$ cat src/rtl/adda_pkg.sv
// Shared ADC/DAC sample types and capture FSM encodings.
// Imported by the capture front end and the DAC output stage.
package adda_pkg;

  localparam int SAMPLE_W = 8;

  typedef logic [SAMPLE_W-1:0] sample_t;

  localparam logic [0:0] ST_IDLE = 1'b0;
  localparam logic [0:0] ST_RUN  = 1'b1;

  // Offset binary to two's complement: flip the MSB only.
  function automatic sample_t to_signed(input sample_t s);
    return {~s[SAMPLE_W-1], s[SAMPLE_W-2:0]};
  endfunction

endpackage

$ cat src/rtl/sync_fifo.sv
// First-word-fall-through synchronous FIFO with occupancy count.
// A push into a full FIFO only lands when a pop frees a slot that cycle.
module sync_fifo #(
  parameter int WIDTH = 8,
  parameter int DEPTH = 16
) (
  input  logic                     clk,
  input  logic                     rst,
  input  logic                     push,
  input  logic                     pop,
  input  logic [WIDTH-1:0]         wdata,
  output logic [WIDTH-1:0]         rdata,
  output logic                     full,
  output logic                     empty,
  output logic [$clog2(DEPTH):0]   level
);

  localparam int AW = $clog2(DEPTH);
  localparam int LW = AW + 1;

  logic [WIDTH-1:0] mem_q [DEPTH];
  logic [AW-1:0]    wptr_q, wptr_d;
  logic [AW-1:0]    rptr_q, rptr_d;
  logic [LW-1:0]    level_q, level_d;
  logic             do_wr, do_rd;

  assign empty = (level_q == '0);
  assign full  = (level_q == LW'(DEPTH));
  assign level = level_q;
  assign rdata = empty ? '0 : mem_q[rptr_q];

  assign do_rd = pop && !empty;
  assign do_wr = push && (!full || do_rd);

  always_comb begin
    wptr_d  = wptr_q + AW'(do_wr);
    rptr_d  = rptr_q + AW'(do_rd);
    level_d = level_q + LW'(do_wr) - LW'(do_rd);
  end

  always_ff @(posedge clk or posedge rst) begin
    if (rst) begin
      wptr_q  <= '0;
      rptr_q  <= '0;
      level_q <= '0;
    end else begin
      wptr_q  <= wptr_d;
      rptr_q  <= rptr_d;
      level_q <= level_d;
    end
  end

  always_ff @(posedge clk) begin
    if (do_wr) mem_q[wptr_q] <= wdata;
  end

endmodule

$ cat src/rtl/adc_capture.sv
// Parallel ADC front end: generates ADCLK, samples the bus once per
// conversion period and buffers samples for the DAC stage.
module adc_capture
  import adda_pkg::*;
#(
  parameter int CLK_DIV    = 4,
  parameter int FIFO_DEPTH = 16,
  parameter int SIGNED_OUT = 0
) (
  input  logic                          i_clk,
  input  logic                          i_reset,
  input  logic                          i_enable,
  input  sample_t                       i_ad_data,
  output logic                          o_adclk,
  output sample_t                       o_data,
  output logic                          o_valid,
  input  logic                          i_ready,
  output logic [$clog2(FIFO_DEPTH):0]   o_level,
  output logic                          o_overflow,
  input  logic                          i_clr_overflow
);

  localparam int CW = $clog2(CLK_DIV);
  localparam logic [CW-1:0] CNT_LAST = CW'(CLK_DIV - 1);
  localparam logic [CW-1:0] CNT_HALF = CW'(CLK_DIV / 2);

  logic [0:0]    state_q, state_d;
  logic [CW-1:0] cnt_q, cnt_d;
  logic          adclk_q, adclk_d;
  logic          ovf_q, ovf_d;
  sample_t       din_q;
  sample_t       wdata;
  logic          last, push, pop, drop;
  logic          full, empty;

  assign last = (state_q == ST_RUN) && (cnt_q == CNT_LAST);
  assign push = last;
  assign pop  = o_valid && i_ready;
  assign drop = push && full && !pop;

  assign wdata = (SIGNED_OUT != 0) ? to_signed(din_q) : din_q;

  always_comb begin
    state_d = state_q;
    cnt_d   = cnt_q;
    unique case (state_q)
      ST_IDLE: begin
        cnt_d = '0;
        if (i_enable) state_d = ST_RUN;
      end
      ST_RUN: begin
        cnt_d = last ? '0 : cnt_q + CW'(1);
        if (last && !i_enable) state_d = ST_IDLE;
      end
    endcase
  end

  // Registered from the current count, so pulses are always full width.
  assign adclk_d = (state_q == ST_RUN) && (cnt_q < CNT_HALF);
  assign ovf_d   = drop ? 1'b1 : (i_clr_overflow ? 1'b0 : ovf_q);

  always_ff @(posedge i_clk or posedge i_reset) begin
    if (i_reset) begin
      state_q <= ST_IDLE;
      cnt_q   <= '0;
      adclk_q <= 1'b0;
      ovf_q   <= 1'b0;
      din_q   <= '0;
    end else begin
      state_q <= state_d;
      cnt_q   <= cnt_d;
      adclk_q <= adclk_d;
      ovf_q   <= ovf_d;
      din_q   <= i_ad_data;
    end
  end

  assign o_adclk    = adclk_q;
  assign o_overflow = ovf_q;
  assign o_valid    = !empty;

  sync_fifo #(
    .WIDTH (SAMPLE_W),
    .DEPTH (FIFO_DEPTH)
  ) u_fifo (
    .clk   (i_clk),
    .rst   (i_reset),
    .push  (push),
    .pop   (pop),
    .wdata (wdata),
    .rdata (o_data),
    .full  (full),
    .empty (empty),
    .level (o_level)
  );

endmodule

$ cat config.mk
export PLATFORM = sky130hd
export DESIGN_NAME = adc_capture
export DESIGN_NICKNAME = d
export VERILOG_FILES = /design/src/rtl/adda_pkg.sv /design/src/rtl/sync_fifo.sv /design/src/rtl/adc_capture.sv
export SDC_FILE = /design/constraint.sdc
export NUM_CORES = 1
export LEC_CHECK = 0
export BUFFER_PORTS_ARGS = -buffer_cell sky130_fd_sc_hd__buf_2
export CAP_MARGIN = 5
export CELL_PAD_IN_SITES_DETAIL_PLACEMENT = 0
export CELL_PAD_IN_SITES_GLOBAL_PLACEMENT = 1
export CORE_UTILIZATION = 53
export DETAILED_ROUTE_END_ITERATION = 12
export GPL_TIMING_DRIVEN = 0
export PLACE_DENSITY_LB_ADDON = 0.25
export SYNTH_ARGS = -nofsm -noshare
export SYNTH_HDL_FRONTEND = slang
export SYNTH_SLANG_ARGS = --single-unit
$ cat constraint.sdc
create_clock -name i_clk -period 3.3 [get_ports i_clk]
set_input_delay 0.165 -clock i_clk [delete_from_list [all_inputs] [get_ports i_clk]]
set_output_delay 0.165 -clock i_clk [all_outputs]
set_load 0.01 [all_outputs]
==> impl_table.tex, run 1 <==
\begin{tabular}{lr}
\hline
Metric & Value \\
\hline
\multicolumn{2}{l}{\textbf{Cells and area}} \\
\quad Leading cell type in the layout, fill and taps excluded & sky130\_fd\_sc\_hd\_\_edfxtp\_1 \\
\quad Count of antenna diodes in the layout & 0 \\
\quad Nets & approximately 400 \\
\quad Proportion of layout cells with a drive suffix above 1 & 0.251 \\
\quad Commonest cells after routing, fill and taps aside & sky130\_fd\_sc\_hd\_\_edfxtp\_1 (128), sky130\_fd\_sc\_hd\_\_buf\_2 (33), sky130\_fd\_sc\_hd\_\_dfrtp\_1 (26), sky130\_fd\_sc\_hd\_\_mux4\_2 (22), sky130\_fd\_sc\_hd\_\_clkbuf\_16 (17) \\
\quad Layout overhead on the synthesized area & 16.9\% \\
\multicolumn{2}{l}{\textbf{Synthesis}} \\
\quad Post-synth design cell area & a little over 6000 µm² \\
\quad Post-Synth Adder-Cell Area & 0.0237 \\
\quad Complex-gate fraction of the synthesized area & 0.0280 \\
\quad Biggest area contributors in the synthesized netlist & sky130\_fd\_sc\_hd\_\_edfxtp\_1 (63\%), sky130\_fd\_sc\_hd\_\_dfrtp\_1 (11\%), sky130\_fd\_sc\_hd\_\_mux4\_2 (8.1\%), sky130\_fd\_sc\_hd\_\_mux4\_1 (4.3\%), sky130\_fd\_sc\_hd\_\_ha\_1 (2.0\%) \\
\quad Mean post-synth cell area & 19.9 µm² \\
\quad Number of enable-type register cells in the synthesized netlist & 128 \\
\quad Net count after synthesis & about 330 \\
\quad Warnings from Yosys & 0 \\
\quad Fraction of synthesized cell area taken by the top area cell type & 0.628 \\
\quad Gate count of the mapped netlist & 307 \\
\quad Post-synthesis register bit count & approximately 150 \\
\quad Count of distinct cell types in the synthesized netlist & 34 \\
\quad Dominant combinational cell family by area after synthesis & multiplexers \\
\quad Prevailing post-synth register cell & sky130\_fd\_sc\_hd\_\_edfxtp\_1 \\
\quad Share of cell area taken by muxes after synthesis & 0.137 \\
\quad Simple-gate area share of the yosys netlist & 0.0392 \\
\quad Post-synth top area cell & sky130\_fd\_sc\_hd\_\_edfxtp\_1 \\
\quad XOR/XNOR share of the synthesized area & 0.0129 \\
\quad Fraction of the yosys area taken by sequential cells & 0.734 \\
\quad Fraction of registers with async set or reset after synthesis & 0.169 \\
\multicolumn{2}{l}{\textbf{Die}} \\
\quad Overall die width & about 110 µm \\
\quad Total core area & between 10000 and 15000 µm² \\
\quad Die Height & 109 µm \\
\quad Die footprint & approximately 12000 µm² \\
\quad Initial cell density of the core & 0.555 \\
\quad \# rows & 38 \\
\quad Number of top-level pins & 29 \\
\multicolumn{2}{l}{\textbf{STA}} \\
\quad Number of hold violations in the final report & 0 \\
\quad Count of final setup violators & 0 \\
\quad Minimum clock period after layout & approximately 2.8 ns \\
\quad Maximum clock frequency & approximately 0.36 GHz \\
\quad Worst Tran Pin Value & between 1 and 1.5 ns \\
\quad Max-slew violation total from the final report & 0 \\
\quad Post-route clock skew & 0.00530 ns \\
\quad Setup TNS & 0 ns \\
\quad PnR worst setup slack & between 0.4 and 0.5 ns \\
\quad Max-slew headroom & 0.239 \\
\quad Post-route clock period utilization & 0.851 \\
\quad RSZ-0062 raised after global routing & false \\
\multicolumn{2}{l}{\textbf{Flow run}} \\
\quad Number of max-cap violations & 0 \\
\multicolumn{2}{l}{\textbf{Clock tree}} \\
\quad Count of H-tree levels built during CTS & 4 \\
\quad CTS tree & yes \\
\quad Number of CTS-inserted buffers & 17 \\
\quad Clock slew seen by the registers of the worst setup and hold paths & 0.06 ns \\
\quad Maximum count of clock buffers along a single path & 2 \\
\quad Clock sink count & between 150 and 200 \\
\quad Post-cts resize count & 0 \\
\quad Clock Tree Root & sky130\_fd\_sc\_hd\_\_clkbuf\_16 \\
\quad Clock latency on the worst-skew pair & about 0.41 ns \\
\multicolumn{2}{l}{\textbf{Route}} \\
\quad Total number of vias & 3018 \\
\quad Vias per cell & just under 6 \\
\quad Post-detailed-route wirelength per cell & roughly 22 µm \\
\quad Post-DRT Antenna Nets & 0 \\
\quad Detailed-routing iteration count for the pre-antenna-repair pass & 4 \\
\quad DRC violations left & 0 \\
\quad DRC violation total after the first TritonRoute iteration & between 200 and 250 \\
\quad Aggregate routed wire length & 11700 µm \\
\multicolumn{2}{l}{\textbf{Worst setup path}} \\
\quad Sort of element at the start of the critical path & register \\
\quad Worst-path maximum fanout & 8 \\
\quad Data arrival time at the worst-slack endpoint & approximately 2.8 ns \\
\quad Req. time, crit path & approximately 3.3 ns \\
\quad Biggest cell delay along the critical path & approximately 0.77 ns \\
\quad Worst path slowest cell & sky130\_fd\_sc\_hd\_\_nor2\_1 \\
\quad Worst r2r path cells & 6 \\
\quad CP cell instances & inv\_1 -> ha\_1 -> nor3b\_1 -> a31oi\_2 -> or3b\_1 -> nor2\_1 \\
\quad Critical path endpoint category & register \\
\quad Setup CP Type & register to register \\
\multicolumn{2}{l}{\textbf{Placed design}} \\
\quad HPWL reported at the end of detailed placement & roughly 7400 µm \\
\quad Gpl congestion & a little over 0.7 \\
\quad I/O Buffers & 28 \\
\quad Setup Slack @ Placement & around 0.11 ns \\
\multicolumn{2}{l}{\textbf{Global route}} \\
\quad First-pass GRT wire length & about 17000 µm \\
\quad Maximum number of pins on one net before global-route repair & 27 \\
\quad Overflow after GRT & 0 \\
\quad Initial antenna violation count & 0 \\
\quad Total routing usage reported by global routing & 0.217 \\
\quad Number of global-route vias before repair & between 2000 and 3000 \\
\multicolumn{2}{l}{\textbf{Power}} \\
\quad Leakage power figure & 2.54 nW \\
\quad Pwr Total & 0.00619 W \\
\quad Power density over the cells & 864 nW/µm² \\
\quad Max VDD drop & slightly above 0.0005 V \\
\multicolumn{2}{l}{\textbf{Outcome}} \\
\quad Status & finished clean \\
\multicolumn{2}{l}{\textbf{Min path}} \\
\quad Worst hold path type & input pin to async pin \\
\hline
\end{tabular}
## worst max-delay path: cells and delay by family (launching register included)
family | cells | cell delay, ns
flip-flops | 1 | 0.39
buffers and inverters | 1 | 0.07
AO/OA/AOI/OAI | 1 | 0.36
AND/OR/NAND/NOR | 3 | 1.41
adder cells (fa/ha/maj) | 1 | 0.20
## synthesized netlist by cell type (all sizes together) (3+ instances only)
cell type  count
a211oi        16
buf           11
clkbuf         3
dfrtp         26
edfxtp       128
ha            10
inv           14
mux2i          8
mux4          32
nand3          3
nor2          13
nor2b         10
nor3           4
xnor2          4
xor2           5
## layer usage
| layer | vias up | track usage | wire length (µm) |
|---|---|---|---|
| met5 | - | 0 | 0 |
| met4 | 0 | 0.0914 | 148 |
| met3 | 14 | 0.0575 | 710 |
| met2 | 109 | 0.326 | 5580 |
| met1 | 1549 | 0.306 | 5220 |
| li1 | 1346 | - | - |
## what timing repair did
item	CTS	global route
hold buffers	10	0
endpoints found under the hold margin	10	0
setup buffers	0	1
setup endpoints to repair	0	1
## path summary, 6_finish.rpt
check                           slack (ns)             from                  to
min in group i_clk                    0.09          i_ready          o_overflow
worst min-delay path                  0.05          i_reset            din_q[4]
worst min register to register        0.43         cnt_q[1]             o_adclk
worst max register to register        0.49  u_fifo.level[3]  u_fifo.mem_q[8][0]
max in group asynchronous             2.57          i_reset    u_fifo.rptr_q[3]
worst max-delay path                  0.49  u_fifo.level[3]  u_fifo.mem_q[8][0]
## flip-flops by register name, indices dropped and copies added, names as in the netlist
name	count
u_fifo.mem_q	128
u_fifo.wptr_q	4
u_fifo.level	5
o_overflow	1
din_q	8
u_fifo.rptr_q	4
o_adclk	1
state_q	1
cnt_q	2
## cell families (layout without fill, tap and decap cells)
| kind of cell | Yosys count | in the layout |
|---|---|---|
| DFF | 154 | 154 |
| and+or+nand+nor | 42 | 42 |
| muxes | 40 | 40 |
| buffers and inverters | 28 | 103 |
| AOI/OAI and AO/OA | 23 | 23 |
| adders and majority gates | 11 | 11 |
| xor gates and xnor gates | 9 | 9 |
## power by group
group	total [W]	internal, W	switching [W]
Clock	0.00191	0.00118	0.000727
Sequential	0.00245	0.00230	0.000146
Combinational	0.00183	0.000874	0.000956
## metrics by stage
| stage | std cells | instance area (µm²) | utilization | hold WS, ns |
|---|---|---|---|---|
| final | 522 | 7160 | 0.649 | 0.0524 |
| after global routing | 522 | 7160 | 0.649 | 0.102 |
| after CTS | 519 | 7140 | 0.647 | 0.0614 |
| after detailed placement | 477 | 6450 | 0.585 | 0.275 |
| after global placement | 475 | 6440 | 0.583 | 0.274 |
| after floorplan | 307 | 6120 | - | 0.196 |
## area by class of cell
type,instances,area [µm²]
clock inverters,12,150
well taps,140,175
inverters,14,52.6
repair buffers,43,275
plain buffers,14,100
multi-input cells,125,1470
clock buffers,20,437
fillers,776,3870
flip-flops and latches,154,4490
(Power assumes the default switching activity.)
==> run 2, diff against run 1 <==
PLACE_DENSITY_LB_ADDON = 0.1   (was 0.25)
TNS_END_PERCENT = 5   (was not set)
==> run 2 against run 1 <==
- the flow now finishes with violations (hold timing)
- die area stayed put
- clock-buffer cell count is 1 higher
- power is 0.44% higher
- combinational power hardly changed
- routed wire length is 0.27% higher
- sequential power hardly changed
- global-route usage is 0.25 points higher
- core utilization is 0.22 points higher
- critical path depth is 7 higher
- clock skew is 0.00071 ns higher
- cell area is 0.33% higher
- sequential cell count stayed put
- largest power group unchanged
- highest routed layer unchanged
==> impl_table.tex, run 2 (same netlist as run 1, synthesis figures left out) <==
\begin{tabular}{lr}
\hline
Metric & Value \\
\hline
\multicolumn{2}{l}{\textbf{Worst setup path}} \\
\quad Sort of element at the start of the critical path & register \\
\quad Critical path endpoint category & register \\
\quad Setup CP Type & register to register \\
\quad Data arrival time at the worst-slack endpoint & 3.36 ns (+0.52 ns) \\
\quad Worst-path maximum fanout & 10 (+2) \\
\quad Req. time, crit path & 3.64 ns (+0.31 ns) \\
\multicolumn{2}{l}{\textbf{Cells and area}} \\
\quad Largest Register & u\_fifo.mem\_q \\
\quad Proportion of layout cells with a drive suffix above 1 & 0.261 (+0.00922) \\
\quad Nets & 391 (-0.51\%) \\
\quad Layout overhead on the synthesized area & 17.3\% \\
\quad Leading cell type in the layout, fill and taps excluded & sky130\_fd\_sc\_hd\_\_edfxtp\_1 \\
\quad Final Non-Filler Cells & 520 (-0.38\%) \\
\quad Core utilization of the finished layout & 0.651 (+0.00216) \\
\quad Flip-flop count of the largest register, all copies and words added & 128 (unchanged) \\
\quad Number of filler instances in the final layout & 766 (-1.3\%) \\
\quad Commonest cells after routing, fill and taps aside & sky130\_fd\_sc\_hd\_\_edfxtp\_1 (128), sky130\_fd\_sc\_hd\_\_buf\_2 (32), sky130\_fd\_sc\_hd\_\_dfrtp\_1 (26), sky130\_fd\_sc\_hd\_\_mux4\_2 (22), sky130\_fd\_sc\_hd\_\_clkbuf\_16 (20) \\
\quad Count of antenna diodes in the layout & 0 (unchanged) \\
\quad Summed area of non-filler cells in the final layout & 7180 µm² (+0.33\%) \\
\multicolumn{2}{l}{\textbf{Global route}} \\
\quad Initial antenna violation count & 0 (unchanged) \\
\quad Overflow after GRT & 0 (unchanged) \\
\quad Number of global-route vias before repair & 2972 (-0.13\%) \\
\quad First-pass GRT wire length & 17700 µm (+1.2\%) \\
\quad Maximum number of pins on one net before global-route repair & 27 (unchanged) \\
\quad Total routing usage reported by global routing & 0.220 (+0.00253) \\
\multicolumn{2}{l}{\textbf{STA}} \\
\quad Maximum clock frequency & 0.331 GHz (-7.1\%) \\
\quad Post-route clock period utilization & 0.916 (+0.0651) \\
\quad Max-slew headroom & 0.310 (+0.0706) \\
\quad Setup TNS & 0 ns (unchanged) \\
\quad Post-route clock skew & 0.00601 ns (+0.000709 ns) \\
\quad Count of final setup violators & 0 (unchanged) \\
\quad Worst Tran Pin Value & 1.03 ns (-0.106 ns) \\
\quad Max-slew violation total from the final report & 0 (unchanged) \\
\quad Number of hold violations in the final report & 14 (+14) \\
\quad Worst hold slack & -0.00819 ns (-0.0606 ns) \\
\quad Minimum clock period after layout & 3.02 ns (+0.215 ns) \\
\quad RSZ-0062 raised after global routing & false \\
\quad PnR worst setup slack & 0.277 ns (-0.215 ns) \\
\multicolumn{2}{l}{\textbf{Die}} \\
\quad Total core area & 11000 µm² (unchanged) \\
\quad Overall die width & 109 µm (unchanged) \\
\quad Number of top-level pins & 29 (unchanged) \\
\quad Die Height & 109 µm (unchanged) \\
\quad Initial cell density of the core & 0.555 (unchanged) \\
\quad \# rows & 38 (unchanged) \\
\quad Die footprint & 12000 µm² (unchanged) \\
\multicolumn{2}{l}{\textbf{Route}} \\
\quad Total number of vias & 2977 (-1.4\%) \\
\quad Vias per cell & 5.73 (-0.98\%) \\
\quad Aggregate routed wire length & 11700 µm (+0.27\%) \\
\quad Post-DRT Antenna Nets & 0 (unchanged) \\
\quad DRC violations left & 0 (unchanged) \\
\quad Post-detailed-route wirelength per cell & 22.5 µm (+0.65\%) \\
\quad DRC violation total after the first TritonRoute iteration & 150 (-26\%) \\
\quad Detailed-routing iteration count for the pre-antenna-repair pass & 4 (unchanged) \\
\multicolumn{2}{l}{\textbf{Clock tree}} \\
\quad CTS tree & yes \\
\quad Count of H-tree levels built during CTS & 4 (unchanged) \\
\quad Maximum count of clock buffers along a single path & 2 (unchanged) \\
\quad Clock Tree Root & sky130\_fd\_sc\_hd\_\_clkbuf\_16 \\
\quad Clock slew seen by the registers of the worst setup and hold paths & 0.06 ns (about the same) \\
\quad Number of CTS-inserted buffers & 17 (unchanged) \\
\quad Count of hold-fix buffers inserted at cts & 10 (unchanged) \\
\quad Post-CTS Setup Inserts & 0 (unchanged) \\
\quad Post-cts resize count & 0 (unchanged) \\
\quad Clock sink count & 154 (unchanged) \\
\quad Clock latency on the worst-skew pair & 0.42 ns (about the same) \\
\multicolumn{2}{l}{\textbf{Flow run}} \\
\quad Number of max-cap violations & 0 (unchanged) \\
\multicolumn{2}{l}{\textbf{Power}} \\
\quad Internal Dissipation & 0.00436 W (+0.19\%) \\
\quad Max VDD drop & 0.000505 V (-2.8\%) \\
\quad Sw power & 0.00185 W (+1.0\%) \\
\quad Leakage power figure & 2.56 nW (+1.0\%) \\
\quad Power density over the cells & 865 nW/µm² (+0.10\%) \\
\quad Switching part of the total & 0.297 (+0.00174) \\
\quad Clk network pwr share & 0.314 (+0.005) \\
\quad Sequential Power Share & 0.393 (-0.002) \\
\quad Fraction of power consumed by combinational cells & 0.293 (-0.003) \\
\multicolumn{2}{l}{\textbf{Placed design}} \\
\quad DP Area & 6440 µm² (-0.12\%) \\
\quad Cell count after placement & 476 (-0.21\%) \\
\quad HPWL reported at the end of detailed placement & 7530 µm (+1.8\%) \\
\quad Setup Slack @ Placement & 0.190 ns (+0.0833 ns) \\
\quad Gpl congestion & 0.739 (+4.8\%) \\
\quad I/O Buffers & 28 (unchanged) \\
\multicolumn{2}{l}{\textbf{Outcome}} \\
\quad Status & finished, violations left \\
\quad Violated checks & hold timing \\
\multicolumn{2}{l}{\textbf{Min path}} \\
\quad Worst hold path type & input pin to async pin \\
\hline
\end{tabular}
==> run 2: cell count changes in the layout (fill, tap and decap cells not counted), sizes merged <==
cell	change
buf	-4
bufinv	-2
clkbuf	+3
clkinv	+2
clkinvlp	-4
inv	+3
==> run 2: worst paths after layout <==
| check | from | end | slack, ns | depth (start not counted) |
|---|---|---|---|---|
| max in group asynchronous | i_reset | din_q[5] | 2.68 | 2 |
| hold reg to reg | cnt_q[0] | cnt_q[0] | 0.43 | 1 |
| hold / removal | i_reset | state_q | -0.008 | 2 |
| min in group i_clk | i_ready | o_overflow | 0.06 | 4 |
| setup reg to reg | u_fifo.level[2] | u_fifo.level[4] | 0.28 | 13 |
| setup / recovery | u_fifo.level[2] | u_fifo.level[4] | 0.28 | 13 |
==> run 2: per-layer routing <==
layer	share of wire	track usage
met2	0.49	0.335
met5	0	0
met1	0.43	0.316
met3	0.071	0.0528
met4	0.0089	0.0714
==> run 2: worst max-delay path: stages, from the launching register on <==
cell                       delay, ns
sky130_fd_sc_hd__dfrtp_1        0.39
sky130_fd_sc_hd__inv_1          0.09
sky130_fd_sc_hd__ha_1           0.17
sky130_fd_sc_hd__nor4b_4        0.62
sky130_fd_sc_hd__nor2_1         0.24
sky130_fd_sc_hd__ha_1           0.33
sky130_fd_sc_hd__inv_1          0.06
sky130_fd_sc_hd__ha_1           0.16
sky130_fd_sc_hd__inv_1          0.06
sky130_fd_sc_hd__fa_1           0.40
sky130_fd_sc_hd__inv_1          0.07
sky130_fd_sc_hd__a21oi_1        0.06
sky130_fd_sc_hd__o21bai_1       0.17
sky130_fd_sc_hd__xnor2_1        0.13
==> run 2: stage by stage <==
step	total power [W]	hold WS (ns)
detailed placement	0.00432	0.274
floorplan	0.00376	0.196
global placement	0.00429	0.273
global route	0.00652	0.0976
CTS	0.00627	0.0312
finish	0.00621	-0.00819
==> run 2: power by group through the flow <==
stage                     Clock (W)  Sequential (W)  Combinational [W]
after floorplan                   0         0.00246            0.00131
final                       0.00195         0.00244            0.00182
after detailed placement          0         0.00249            0.00184
after global routing        0.00206         0.00247            0.00199
after CTS                   0.00198         0.00245            0.00185
after global placement            0         0.00248            0.00182
==> run 2: cell type report <==
| cell class | instances | area, µm² | share of cell area |
|---|---|---|---|
| clock inverter | 11 | 104 | 0.0145 |
| sequential | 154 | 4490 | 0.626 |
| clock buffer | 21 | 514 | 0.0716 |
| inverter | 14 | 52.6 | 0.00732 |
| tap | 140 | 175 | 0.0244 |
| buffer | 14 | 100 | 0.0139 |
| timing repair buffer | 41 | 263 | 0.0366 |
| multi-input combinational | 125 | 1480 | 0.206 |
==> run 3, diff against run 2 <==
PLACE_DENSITY = 0.83   (was not set)
PLACE_DENSITY_LB_ADDON = not set   (was 0.1)
==> run 3 against run 2 <==
- the run still ends with hold timing left
- clock-buffer cell count down 3
- combinational power about the same
- cell count up 0.38%
- core utilization decreased by 0.19 points
- sequential cell count stayed put
- global-route usage decreased by 0.83 points
- clock power is 4% lower
- via count increased by 3.2%
- power decreased by 1.2%
- largest cell class unchanged
- largest power group unchanged
==> impl_table.tex, run 3 (same netlist as run 1, synthesis figures left out) <==
\begin{tabular}{lr}
\hline
Metric & Value \\
\hline
\multicolumn{2}{l}{\textbf{Outcome}} \\
\quad Status & finished, violations left \\
\quad Violated checks & hold timing \\
\multicolumn{2}{l}{\textbf{Route}} \\
\quad Total number of vias & 3072 (+3.2\%) \\
\quad Vias per cell & 5.89 (+2.8\%) \\
\quad Post-DRT Antenna Nets & 0 (unchanged) \\
\quad Detailed-routing iteration count for the pre-antenna-repair pass & 4 (unchanged) \\
\quad Aggregate routed wire length & 11400 µm (-2.5\%) \\
\quad Post-detailed-route wirelength per cell & 21.8 µm (-2.8\%) \\
\quad DRC violations left & 0 (unchanged) \\
\quad DRC violation total after the first TritonRoute iteration & 262 (+75\%) \\
\multicolumn{2}{l}{\textbf{Die}} \\
\quad Die Height & 109 µm (unchanged) \\
\quad Overall die width & 109 µm (unchanged) \\
\quad \# rows & 38 (unchanged) \\
\quad Initial cell density of the core & 0.555 (unchanged) \\
\quad Number of top-level pins & 29 (unchanged) \\
\quad Die footprint & 12000 µm² (unchanged) \\
\quad Total core area & 11000 µm² (unchanged) \\
\multicolumn{2}{l}{\textbf{Clock tree}} \\
\quad Clock slew seen by the registers of the worst setup and hold paths & 0.07 ns (about the same) \\
\quad Clock Tree Root & sky130\_fd\_sc\_hd\_\_clkbuf\_16 \\
\quad Maximum count of clock buffers along a single path & 2 (unchanged) \\
\quad Clock latency on the worst-skew pair & 0.42 ns (about the same) \\
\quad Clock sink count & 154 (unchanged) \\
\quad Number of CTS-inserted buffers & 17 (unchanged) \\
\quad Count of H-tree levels built during CTS & 4 (unchanged) \\
\quad Post-cts resize count & 0 (unchanged) \\
\quad CTS tree & yes \\
\multicolumn{2}{l}{\textbf{STA}} \\
\quad Maximum clock frequency & 0.330 GHz (-0.35\%) \\
\quad RSZ-0062 raised after global routing & false \\
\quad Setup TNS & 0 ns (unchanged) \\
\quad Max-slew violation total from the final report & 0 (unchanged) \\
\quad Count of final setup violators & 0 (unchanged) \\
\quad Post-route clock period utilization & 0.919 (+0.00318) \\
\quad Worst hold slack & -0.0190 ns (-0.0108 ns) \\
\quad Post-route clock skew & 0.0155 ns (+0.00947 ns) \\
\quad Worst Tran Pin Value & 1.26 ns (+0.227 ns) \\
\quad Number of hold violations in the final report & 26 (+12) \\
\quad Minimum clock period after layout & 3.03 ns (+0.0105 ns) \\
\quad Max-slew headroom & 0.153 (-0.157) \\
\multicolumn{2}{l}{\textbf{Power}} \\
\quad Clk network pwr share & 0.306 (-0.008) \\
\quad Power density over the cells & 857 nW/µm² (-0.88\%) \\
\quad Max VDD drop & 0.000506 V (+0.34\%) \\
\quad Sequential Power Share & 0.399 (+0.006) \\
\quad Internal Dissipation & 0.00427 W (-2.2\%) \\
\quad Fraction of power consumed by combinational cells & 0.295 (+0.002) \\
\quad Pwr Total & 0.00614 W (-1.2\%) \\
\quad Leakage power figure & 2.55 nW (-0.30\%) \\
\quad Switching part of the total & 0.304 (+0.00700) \\
\quad Sw power & 0.00187 W (+1.2\%) \\
\multicolumn{2}{l}{\textbf{Worst setup path}} \\
\quad CP cell instances & inv\_1 -> ha\_1 -> nor3b\_1 -> a31oi\_2 -> or3b\_1 -> nor3\_1 \\
\quad Data arrival time at the worst-slack endpoint & 3.06 ns (-0.30 ns) \\
\quad Worst-path maximum fanout & 8 (-2) \\
\quad Setup CP Type & register to register \\
\quad Critical path endpoint category & register \\
\quad Largest delay share family, worst path & simple AND/OR/NAND/NOR gates \\
\quad Crit path buf inv count & 1 (-3) \\
\quad Worst-case register-to-register setup slack & 0.27 ns (about the same) \\
\quad Req. time, crit path & 3.33 ns (-0.31 ns) \\
\quad Worst path slowest cell & sky130\_fd\_sc\_hd\_\_nor3\_1 \\
\quad Biggest cell delay along the critical path & 0.99 ns (+0.37 ns) \\
\quad Sort of element at the start of the critical path & register \\
\multicolumn{2}{l}{\textbf{Placed design}} \\
\quad HPWL reported at the end of detailed placement & 7080 µm (-5.9\%) \\
\quad I/O Buffers & 28 (unchanged) \\
\quad Gpl congestion & 0.754 (+1.9\%) \\
\quad DP Area & 6440 µm² (-0.12\%) \\
\multicolumn{2}{l}{\textbf{Global route}} \\
\quad Initial antenna violation count & 0 (unchanged) \\
\quad Number of global-route vias before repair & 3050 (+2.6\%) \\
\quad Total routing usage reported by global routing & 0.212 (-0.00827) \\
\quad Overflow after GRT & 0 (unchanged) \\
\quad First-pass GRT wire length & 17100 µm (-3.2\%) \\
\quad Maximum number of pins on one net before global-route repair & 27 (unchanged) \\
\multicolumn{2}{l}{\textbf{Cells and area}} \\
\quad Largest Register & u\_fifo.mem\_q \\
\quad Nets & 393 (+0.51\%) \\
\quad Flip-flop count of the largest register, all copies and words added & 128 (unchanged) \\
\quad Summed area of non-filler cells in the final layout & 7160 µm² (-0.30\%) \\
\quad Count of antenna diodes in the layout & 0 (unchanged) \\
\quad Layout overhead on the synthesized area & 17.0\% \\
\quad Leading cell type in the layout, fill and taps excluded & sky130\_fd\_sc\_hd\_\_edfxtp\_1 \\
\quad Commonest cells after routing, fill and taps aside & sky130\_fd\_sc\_hd\_\_edfxtp\_1 (128), sky130\_fd\_sc\_hd\_\_buf\_2 (32), sky130\_fd\_sc\_hd\_\_dfrtp\_1 (26), sky130\_fd\_sc\_hd\_\_mux4\_2 (22), sky130\_fd\_sc\_hd\_\_clkbuf\_16 (18) \\
\quad Proportion of layout cells with a drive suffix above 1 & 0.262 (+0.00125) \\
\multicolumn{2}{l}{\textbf{Flow run}} \\
\quad Number of max-cap violations & 0 (unchanged) \\
\multicolumn{2}{l}{\textbf{Min path}} \\
\quad Worst hold path type & input pin to async pin \\
\hline
\end{tabular}
==> run 3: power groups by stage <==
stage	clock network (W)	logic, W	registers [W]
after floorplan	0	0.00131	0.00246
final	0.00188	0.00181	0.00245
after global placement	0	0.00179	0.00247
after CTS	0.00189	0.00183	0.00245
after detailed placement	0	0.00181	0.00248
after global routing	0.00197	0.00197	0.00247
==> run 3: cell type report <==
cell class              instances  area, µm²
flip-flops and latches        154       4490
fillers                       750       3870
multi-input cells             125       1470
clock buffers                  18        450
repair buffers                 43        278
well taps                     140        175
clock inverters                14        136
plain buffers                  14        100
inverters                      14       52.6
==> run 3: path summary, 6_finish.rpt <==
check                      depth (start not counted)       startpoint                 end
min                                                2          i_reset             state_q
max                                                6  u_fifo.level[2]  u_fifo.mem_q[0][6]
min reg2reg                                        1         cnt_q[0]            cnt_q[0]
max reg2reg                                        6  u_fifo.level[2]  u_fifo.mem_q[0][6]
max in group asynchronous                          2          i_reset    u_fifo.rptr_q[2]
min in group i_clk                                 4          i_ready          o_overflow
==> run 3: worst reg2reg max path, cell delays in order, from the launching register on <==
cell	delay [ns]
sky130_fd_sc_hd__dfrtp_1	0.38
sky130_fd_sc_hd__inv_1	0.07
sky130_fd_sc_hd__ha_1	0.21
sky130_fd_sc_hd__nor3b_1	0.16
sky130_fd_sc_hd__a31oi_2	0.34
sky130_fd_sc_hd__or3b_1	0.48
sky130_fd_sc_hd__nor3_1	0.99
==> run 3: repair_timing <==
item                       in CTS  in global routing
hold endpoints to repair       10                  0
setup endpoints to repair       0                  1
hold buffers                   10                  0
buffers inserted                0                  2
==> run 3: routing by layer <==
metal	vias up	routed length [µm]	part of all wire	GRT usage
met2	118	5560	0.49	0.336
met4	0	199	0.017	0.0790
met5	-	0	0	0
li1	1351	-	-	-
met1	1588	4880	0.43	0.284
met3	15	752	0.066	0.0569
==> run 3: per-stage QoR <==
| step | setup slack [ns] | std cells | hold WS, ns | utilization |
|---|---|---|---|---|
| after floorplan | 0.769 | 307 | 0.196 | - |
| after global placement | 0.245 | 475 | 0.273 | 0.583 |
| after detailed placement | 0.240 | 475 | 0.275 | 0.583 |
| after CTS | 0.207 | 517 | 0.0124 | 0.646 |
| after global routing | 0.104 | 522 | 0.0610 | 0.649 |
| final | 0.267 | 522 | -0.0190 | 0.649 |
